===== config.mk =====
export PLATFORM = sky130hd
export DESIGN_NAME = sample_streamer
export DESIGN_NICKNAME = d
export VERILOG_FILES = /design/src/rtl/sample_streamer.sv
export SDC_FILE = /design/constraint.sdc
export NUM_CORES = 1
export LEC_CHECK = 0
export ABC_CLOCK_PERIOD_IN_PS = 5100
export CORE_ASPECT_RATIO = 1.75
export CORE_MARGIN = 2
export CORE_UTILIZATION = 40
export CTS_BUF_LIST = sky130_fd_sc_hd__clkbuf_4 sky130_fd_sc_hd__clkbuf_8
export CTS_CLUSTER_SIZE = 30
export DETAILED_ROUTE_END_ITERATION = 10
export SLEW_MARGIN = 10
export SYNTH_ARGS = -nofsm -noshare
export SYNTH_HDL_FRONTEND = slang
export SYNTH_SLANG_ARGS = --single-unit

===== constraint.sdc =====
create_clock -name clk -period 5.1 [get_ports clk]
set_input_delay 1.275 -clock clk [delete_from_list [all_inputs] [get_ports clk]]
set_output_delay 1.275 -clock clk [all_outputs]
set_load 0.01 [all_outputs]

===== src/rtl/sample_streamer.sv =====
// rtl/sample_streamer.sv - FIFO-backed sample producer streaming bursts to the tracker over valid/ready
module sample_streamer #(
    parameter int WIDTH = 32,
    parameter int DEPTH = 8,
    parameter int CNT_W = 16
) (
    input  logic             clk,
    input  logic             rst,
    input  logic             wr_en,
    input  logic [WIDTH-1:0] wr_data,
    output logic             full,
    output logic             empty,
    output logic             overflow,
    input  logic             start,
    input  logic             stop,
    output logic [WIDTH-1:0] c,
    output logic             c_valid,
    input  logic             c_ready,
    output logic             busy,
    output logic             done,
    output logic [CNT_W-1:0] sent_count
);

    localparam int AW = $clog2(DEPTH);

    localparam logic [1:0] S_IDLE = 2'd0;
    localparam logic [1:0] S_RUN  = 2'd1;
    localparam logic [1:0] S_DONE = 2'd2;

    logic [1:0]       state;
    logic [AW:0]      wr_ptr;
    logic [AW:0]      rd_ptr;
    logic [WIDTH-1:0] mem [DEPTH];
    logic             pop;
    logic             push;

    // Extra pointer MSB distinguishes a full buffer from an empty one.
    assign empty   = (wr_ptr == rd_ptr);
    assign full    = (wr_ptr[AW] != rd_ptr[AW]) && (wr_ptr[AW-1:0] == rd_ptr[AW-1:0]);
    assign c_valid = (state == S_RUN) && !empty;
    assign pop     = c_valid && c_ready;
    assign push    = wr_en && (!full || pop);
    assign c       = empty ? '0 : mem[rd_ptr[AW-1:0]];
    assign busy    = (state == S_RUN);
    assign done    = (state == S_DONE);

    always_ff @(posedge clk or negedge rst) begin
        if (!rst) begin
            wr_ptr   <= '0;
            rd_ptr   <= '0;
            overflow <= 1'b0;
        end else begin
            if (push) wr_ptr <= wr_ptr + 1'b1;
            if (pop) rd_ptr <= rd_ptr + 1'b1;
            if (wr_en && full && !pop) overflow <= 1'b1;
        end
    end

    always_ff @(posedge clk) begin
        if (push) mem[wr_ptr[AW-1:0]] <= wr_data;
    end

    always_ff @(posedge clk or negedge rst) begin
        if (!rst) begin
            state      <= S_IDLE;
            sent_count <= '0;
        end else begin
            case (state)
                S_IDLE: begin
                    if (start) begin
                        state      <= S_RUN;
                        sent_count <= '0;
                    end
                end
                S_RUN: begin
                    if (pop) sent_count <= sent_count + 1'b1;
                    // Abort wins over burst completion; an incoming write keeps the burst alive.
                    if (stop) state <= S_IDLE;
                    else if (empty && !push) state <= S_DONE;
                end
                S_DONE:  state <= S_IDLE;
                default: state <= S_IDLE;
            endcase
        end
    end

endmodule


Yosys cells after proc, flatten, opt, wreduce, memory -nomap -nowiden
Memory sizes are Yosys's and may differ from the RTL's. Cells that the tools add are included.

Flip-flop bits (word level): 27. Bits in writable memories: 256. Input port bits: 38. Output and inout port bits: 54. Logic and storage cells: 43. Memories: 1.

Memories: mem (depth 8, bits a word 32, read ports 1, clocked after Yosys merged registers in 0, write ports 1, line 33) `logic [WIDTH-1:0] mem [DEPTH];`.

$add $sub $neg: 3. Equal/unequal tests: 8. Muxes and demuxes: 10. Reductions and logical operators: 16.

Operator list (count): 16-bit 2-to-1 mux (2); 32-bit 2-to-1 mux (1); 16-bit one-hot mux with 2 select lines (1); 16-bit by 1-bit adder with 16-bit output (second input constant) (1); 4-bit by 1-bit adder with 4-bit output (second input constant) (2); 1-bit logical AND (7); 2-bit 2-to-1 mux (3); 4-bit equality test (1); 1-bit zero test (4); 2-bit one-hot mux with 2 select lines (1); 3-bit equality test (1); 3-bit by 2-bit != test with 1-bit output (second input constant) (1); 3-bit AND reduction (1); 2-bit by 1-bit equality test with 1-bit output (second input constant) (1); 2-bit equality test (second input constant) (1); 2-bit zero test (1); 1-bit 2-to-1 mux (2); 2-bit by 1-bit != test with 1-bit output (second input constant) (1); 2-bit != test (second input constant) (1); 2-bit AND reduction (1); 2-bit nonzero test (1); 1-bit logical OR (1); 1-bit != test (1).

Depth between registers and ports, before layout
Word-level depth: 11. Depth in mapped cells: 7.

Worst setup path before layout
No wires, ideal clock.

Path kind: input-to-reg. Start: input c_ready. End: memory mem[1][0], enable pin. Library setup time: 0.513 ns. Data arrival time: 5.012 ns. Slack: -0.425 ns. Cell stages on the path: 3. Path buffers: 0. Cells stage by stage: nand2_1 > a21bo_2 > nor4b_1.

Cells in the longest elaborated chain, start to end: 5.

RTL lines: start: declaration (line 18) `input logic c_ready,`; 1-bit logical AND (line 41) `assign pop = c_valid && c_ready;`; 1-bit logical OR (line 42) `assign push = wr_en && (!full || pop);`; 1-bit logical AND (line 42); 1-bit 2-to-1 mux (line 60) `if (push) mem[wr_ptr[AW-1:0]] <= wr_data;`; 1-bit 2-to-1 mux (not written as such) (line 60); end: declaration (line 33).

Every way passes these cells.

Final worst setup path
Start: register rd_ptr[1]. End: output c[4].

Cells in the longest elaborated chain, start to end: 2.

RTL lines: start: declaration (line 32) `logic [AW:0] rd_ptr;`; start signal: assignment (line 54) `if (pop) rd_ptr <= rd_ptr + 1'b1;`; memory 8 x 32 bit / 4-bit equality test (equally long branches); 32-bit 2-to-1 mux * (line 43) `assign c = empty ? '0 : mem[rd_ptr[AW-1:0]];`; end: declaration (line 16) `output logic [WIDTH-1:0] c,`.

Mark *: on every way between the ends. The rest lies on a longest branch, timed or not.

==> impl_metrics.prom <==
# TYPE chip_impl_metric gauge
chip_impl_metric{name="static-leakage-power",unit="nW"} 4.50
chip_impl_metric{name="cellPowerDensity",unit="nW/um^2"} 570
chip_impl_info{name="post_synth_main_area_contributors",value="sky130_fd_sc_hd__edfxtp_1 68%, sky130_fd_sc_hd__mux4_2 13%, sky130_fd_sc_hd__dfrtp_1 6.0%"} 1
chip_impl_metric{name="synth.ff_latch_count",unit=""} 283
chip_impl_metric{name="hold-worst-slack",unit="ns"} 0.481
chip_impl_info{name="run_status",value="finished, final reports clean"} 1
chip_impl_metric{name="cts_htree_levels",unit=""} 2
chip_impl_metric{name="dr_total_vias",unit=""} 5759
chip_impl_metric{name="detailedPlacementHpwl",unit="microns"} 14000
chip_impl_info{name="layout_commonest_cell",value="sky130_fd_sc_hd__edfxtp_1"} 1
chip_impl_metric{name="crit_fanout",unit=""} 67
chip_impl_metric{name="synth_area",unit="sq um"} 11200
chip_impl_metric{name="final_net_count",unit=""} 723
chip_impl_info{name="rsz0062_at_grt",value="no"} 1
chip_impl_metric{name="clkSlewWorstSetupHoldPaths",unit="ns"} 0.07
chip_impl_metric{name="synth_xor_area_share",unit="%"} 1.26
chip_impl_info{name="critPathKind",value="register to primary output"} 1
chip_impl_metric{name="utilization",unit="%"} 49.1
chip_impl_metric{name="finalInstanceArea",unit="sq um"} 13600
chip_impl_info{name="clock_tree.root_cell",value="sky130_fd_sc_hd__clkbuf_8"} 1
chip_impl_metric{name="post-cts-setup-buffer-count",unit=""} 0
chip_impl_metric{name="yosysSeqAreaShare",unit="%"} 74.4
chip_impl_metric{name="global_route.usage.total",unit="%"} 16.5
chip_impl_metric{name="count_of_unique_library_cells_instantiated_by_yosys",unit=""} 46
chip_impl_metric{name="drive_gt1_share",unit="%"} 23.7
chip_impl_metric{name="coreArea",unit="sq um"} 27800
chip_impl_metric{name="synth_top_area_share",unit="%"} 68.4
chip_impl_metric{name="syn_inst",unit=""} 558
chip_impl_info{name="cpMaxStageDelayCell",value="sky130_fd_sc_hd__buf_4"} 1
chip_impl_info{name="critPathLaunch",value="rd_ptr[1]$_DFFE_PN0P_"} 1
chip_impl_metric{name="timing.critical_path.required",unit="ns"} 3.83
chip_impl_metric{name="syn_area_per_cell",unit="sq um"} 20.1
chip_impl_metric{name="wire_length_of_the_first_global_routing_pass",unit="microns"} 36000
chip_impl_metric{name="timing_hold_violations_final",unit=""} 0
chip_impl_metric{name="crit_path_largest_cell_delay",unit="ns"} 0.79
chip_impl_info{name="most-common-layout-cells",value="256 x sky130_fd_sc_hd__edfxtp_1, 91 x sky130_fd_sc_hd__clkdlybuf4s50_1, 64 x sky130_fd_sc_hd__mux4_2"} 1
chip_impl_metric{name="worst_ep_arrival_time",unit="ns"} 3.15
chip_impl_info{name="crit_path_leading_delay_family",value="buffers and inverters"} 1
chip_impl_info{name="regToRegEndpoint",value="mem[5][8]$_DFFE_PP_"} 1
chip_impl_metric{name="tightest_slew",unit="ns"} 1.02
chip_impl_metric{name="synthToLayoutAreaGrowth",unit="%"} 21.3
chip_impl_metric{name="finalWirelength",unit="microns"} 23600
chip_impl_metric{name="wire_per_inst",unit="microns"} 21.7
chip_impl_metric{name="io_buffer_count",unit=""} 91
chip_impl_metric{name="synth_compound_gate_area_share",unit="%"} 2.04
chip_impl_metric{name="die_height",unit="microns"} 226
chip_impl_info{name="rr_startpoint",value="wr_ptr[0]$_DFFE_PN0P_"} 1
chip_impl_metric{name="grt_overflow_total",unit=""} 0
chip_impl_info{name="hold_path.class",value="register to register"} 1
chip_impl_metric{name="share_of_synthesized_cell_area_in_full_adder_half_adder_and_majority_cells",unit="%"} 0.334
chip_impl_info{name="hold_start",value="overflow$_DFFE_PN0P_"} 1
chip_impl_metric{name="place.detailed.instances",unit=""} 1012
chip_impl_info{name="post-synth-top-area-cell",value="sky130_fd_sc_hd__edfxtp_1"} 1
chip_impl_info{name="tritoncts_clock_tree",value="built"} 1
chip_impl_metric{name="clock_skew",unit="ns"} 0.0212
chip_impl_metric{name="synthesis.nets",unit=""} 599
chip_impl_metric{name="cts_inserted_buffers",unit=""} 41
chip_impl_info{name="main_combinational_cell_family_by_area_after_synthesis",value="multiplexers"} 1
chip_impl_metric{name="r2r_setup_slack",unit="ns"} 2.48
chip_impl_metric{name="viasPerCell",unit=""} 5.30
chip_impl_info{name="synthFlopType",value="sky130_fd_sc_hd__edfxtp_1"} 1
chip_impl_metric{name="insertion_delay_of_the_later_clocked_pin_in_the_worst_skew_pair",unit="ns"} 0.57
chip_impl_metric{name="die_x",unit="microns"} 131
chip_impl_metric{name="muxShareOfSynthArea",unit="%"} 16.0
chip_impl_info{name="worstSetupEndpoint",value="c[4]"} 1
chip_impl_metric{name="first_global_vias",unit=""} 6224
chip_impl_info{name="timing.critical_path.from_type",value="register"} 1
chip_impl_metric{name="layout.cells.non_filler",unit=""} 1087
chip_impl_metric{name="finalWeightedCongestion",unit=""} 0.784
chip_impl_metric{name="synth_enable_flop_cells",unit=""} 256
chip_impl_metric{name="synth-simple-area-share",unit="%"} 4.69
chip_impl_metric{name="tritoncts_num_sinks",unit=""} 283
chip_impl_metric{name="placement_rows",unit=""} 81
chip_impl_metric{name="ios",unit=""} 92
chip_impl_metric{name="detail_route.drc_violations",unit=""} 0
chip_impl_metric{name="finalMaxSlewViolations",unit=""} 0
chip_impl_metric{name="crit_cells",unit=""} 5
chip_impl_metric{name="fmaxAchievable",unit="MHz"} 226
chip_impl_metric{name="grt_start_max_net_pins",unit=""} 68
chip_impl_metric{name="setup_violations",unit=""} 0
chip_impl_metric{name="minimum_clock_period_after_layout",unit="ns"} 4.42
chip_impl_metric{name="clock_path_buffers",unit=""} 3
chip_impl_metric{name="drtPass1Iterations",unit=""} 5
chip_impl_metric{name="antenna_violations_before_repair",unit=""} 1
chip_impl_metric{name="drtIter0Drc",unit=""} 304
chip_impl_info{name="path_cells",value="buf_4, mux4_2, mux2i_1, nor2_1, clkdlybuf4s50_1"} 1
chip_impl_metric{name="detailed_place.area",unit="sq um"} 12700
chip_impl_metric{name="worstPathBufferInverterCount",unit=""} 2
chip_impl_metric{name="max-slew-margin-rel",unit="%"} 32.0
chip_impl_metric{name="post_cts.resized_instances",unit=""} 0
chip_impl_metric{name="period_share",unit="%"} 86.7
chip_impl_metric{name="synth_async_sr_flop_share",unit="%"} 9.54
chip_impl_metric{name="dieArea",unit="sq um"} 29500
chip_impl_metric{name="tns",unit="ns"} 0
chip_impl_info{name="type_of_element_capturing_the_critical_path",value="primary output"} 1
chip_impl_metric{name="antenna_cells_inserted",unit=""} 0
chip_impl_metric{name="initial_core_util",unit="%"} 40.5
chip_impl_metric{name="irDropWorstVdd",unit="mV"} 0.359
chip_impl_metric{name="antenna_left",unit=""} 0
chip_impl_metric{name="rr_worst_depth",unit=""} 5
chip_impl_metric{name="ctsHoldBuffers",unit=""} 0
chip_impl_metric{name="drv_cap",unit=""} 0
chip_impl_metric{name="yosys_warnings",unit=""} 0
chip_impl_metric{name="fillers",unit=""} 2361
through the flow:
step                total power [mW]  setup WS [ns]
CTS                             7.91          0.580
floorplan                       4.71         -0.398
global route                    8.14          0.579
finish                          7.76          0.676
global placement                5.84           1.23
detailed placement              5.90           1.19
cell usage after synthesis, types with 2 or more instances:
master / count
sky130_fd_sc_hd__xor2_1: 3
sky130_fd_sc_hd__nand2_1: 16
sky130_fd_sc_hd__xnor2_1: 5
sky130_fd_sc_hd__o31ai_1: 10
sky130_fd_sc_hd__mux4_2: 64
sky130_fd_sc_hd__o21ai_1: 2
sky130_fd_sc_hd__mux2i_1: 34
sky130_fd_sc_hd__and4_1: 2
sky130_fd_sc_hd__edfxtp_1: 256
sky130_fd_sc_hd__nand4_1: 7
sky130_fd_sc_hd__or4_1: 9
sky130_fd_sc_hd__nor4_1: 2
sky130_fd_sc_hd__a21oi_1: 13
sky130_fd_sc_hd__buf_2: 15
sky130_fd_sc_hd__dfrtp_1: 27
sky130_fd_sc_hd__ha_1: 3
sky130_fd_sc_hd__nand3_1: 8
sky130_fd_sc_hd__and4b_1: 2
sky130_fd_sc_hd__nor4b_1: 3
sky130_fd_sc_hd__nor2b_1: 2
sky130_fd_sc_hd__xor2_4: 2
sky130_fd_sc_hd__and2_1: 2
sky130_fd_sc_hd__clkbuf_1: 14
sky130_fd_sc_hd__nor2_1: 35
worst min-delay path by stage:
stage / to / slack [ns] / cells past startpoint
final: overflow$_DFFE_PN0P_ / 0.48 / 1
after global routing: overflow$_DFFE_PN0P_ / 0.51 / 1
after CTS: overflow$_DFFE_PN0P_ / 0.49 / 1
after detailed placement: overflow$_DFFE_PN0P_ / 0.48 / 1
after global placement: overflow$_DFFE_PN0P_ / 0.46 / 1
after floorplan: wr_ptr[3]$_DFFE_PN0P_ / 0.50 / 1
state kept, by name (all words and copies together), names as in the netlist:
signal      flops
mem           256
sent_count     16
rd_ptr          4
wr_ptr          4
state           2
overflow        1
area by class of cell:
cell class / instances / area, sq um / area share, %
clock buffer: 48 / 617 / 4.53
clock inverter: 27 / 285 / 2.09
inverter: 1 / 3.75 / 0.0275
multi-input combinational: 243 / 2800 / 20.6
sequential: 283 / 8370 / 61.4
tap: 373 / 467 / 3.43
timing repair buffer: 112 / 1080 / 7.93
layer usage:
metal	GRT usage, %	vias to the layer above	wire length (microns)
li1	-	2545	-
met1	19.7	3013	9240
met2	29.4	150	12800
met3	3.25	49	953
met4	6.04	2	614
met5	0	-	13
cell families (layout without fill, tap and decap cells):
logic type                 after synthesis  after routing
DFF                                    283            283
and+or+nand+nor                         97             97
AOI/OAI and AO/OA                       33             33
adders and majority gates                3              3
muxes                                   99             99
buffers and inverters                   32            188
xor gates and xnor gates                11             11
worst register-to-register path: stages (launching register included):
cell and delay [ns]:
sky130_fd_sc_hd__dfrtp_1 0.61, sky130_fd_sc_hd__xor2_2 0.40, sky130_fd_sc_hd__nor4_4 0.12, sky130_fd_sc_hd__a21boi_1 0.22, sky130_fd_sc_hd__and4b_2 0.63, sky130_fd_sc_hd__buf_4 0.33
power breakdown:
group | switching, mW | internal, mW | leakage [nW] | total [mW]
clock | 0.873 | 1.12 | 0.462 | 1.99
combinational | 1.38 | 1.33 | 1.36 | 2.70
sequential | 0.158 | 2.91 | 2.68 | 3.07
total | 2.41 | 5.36 | 4.50 | 7.76
Power figures use the tool's default switching activity.
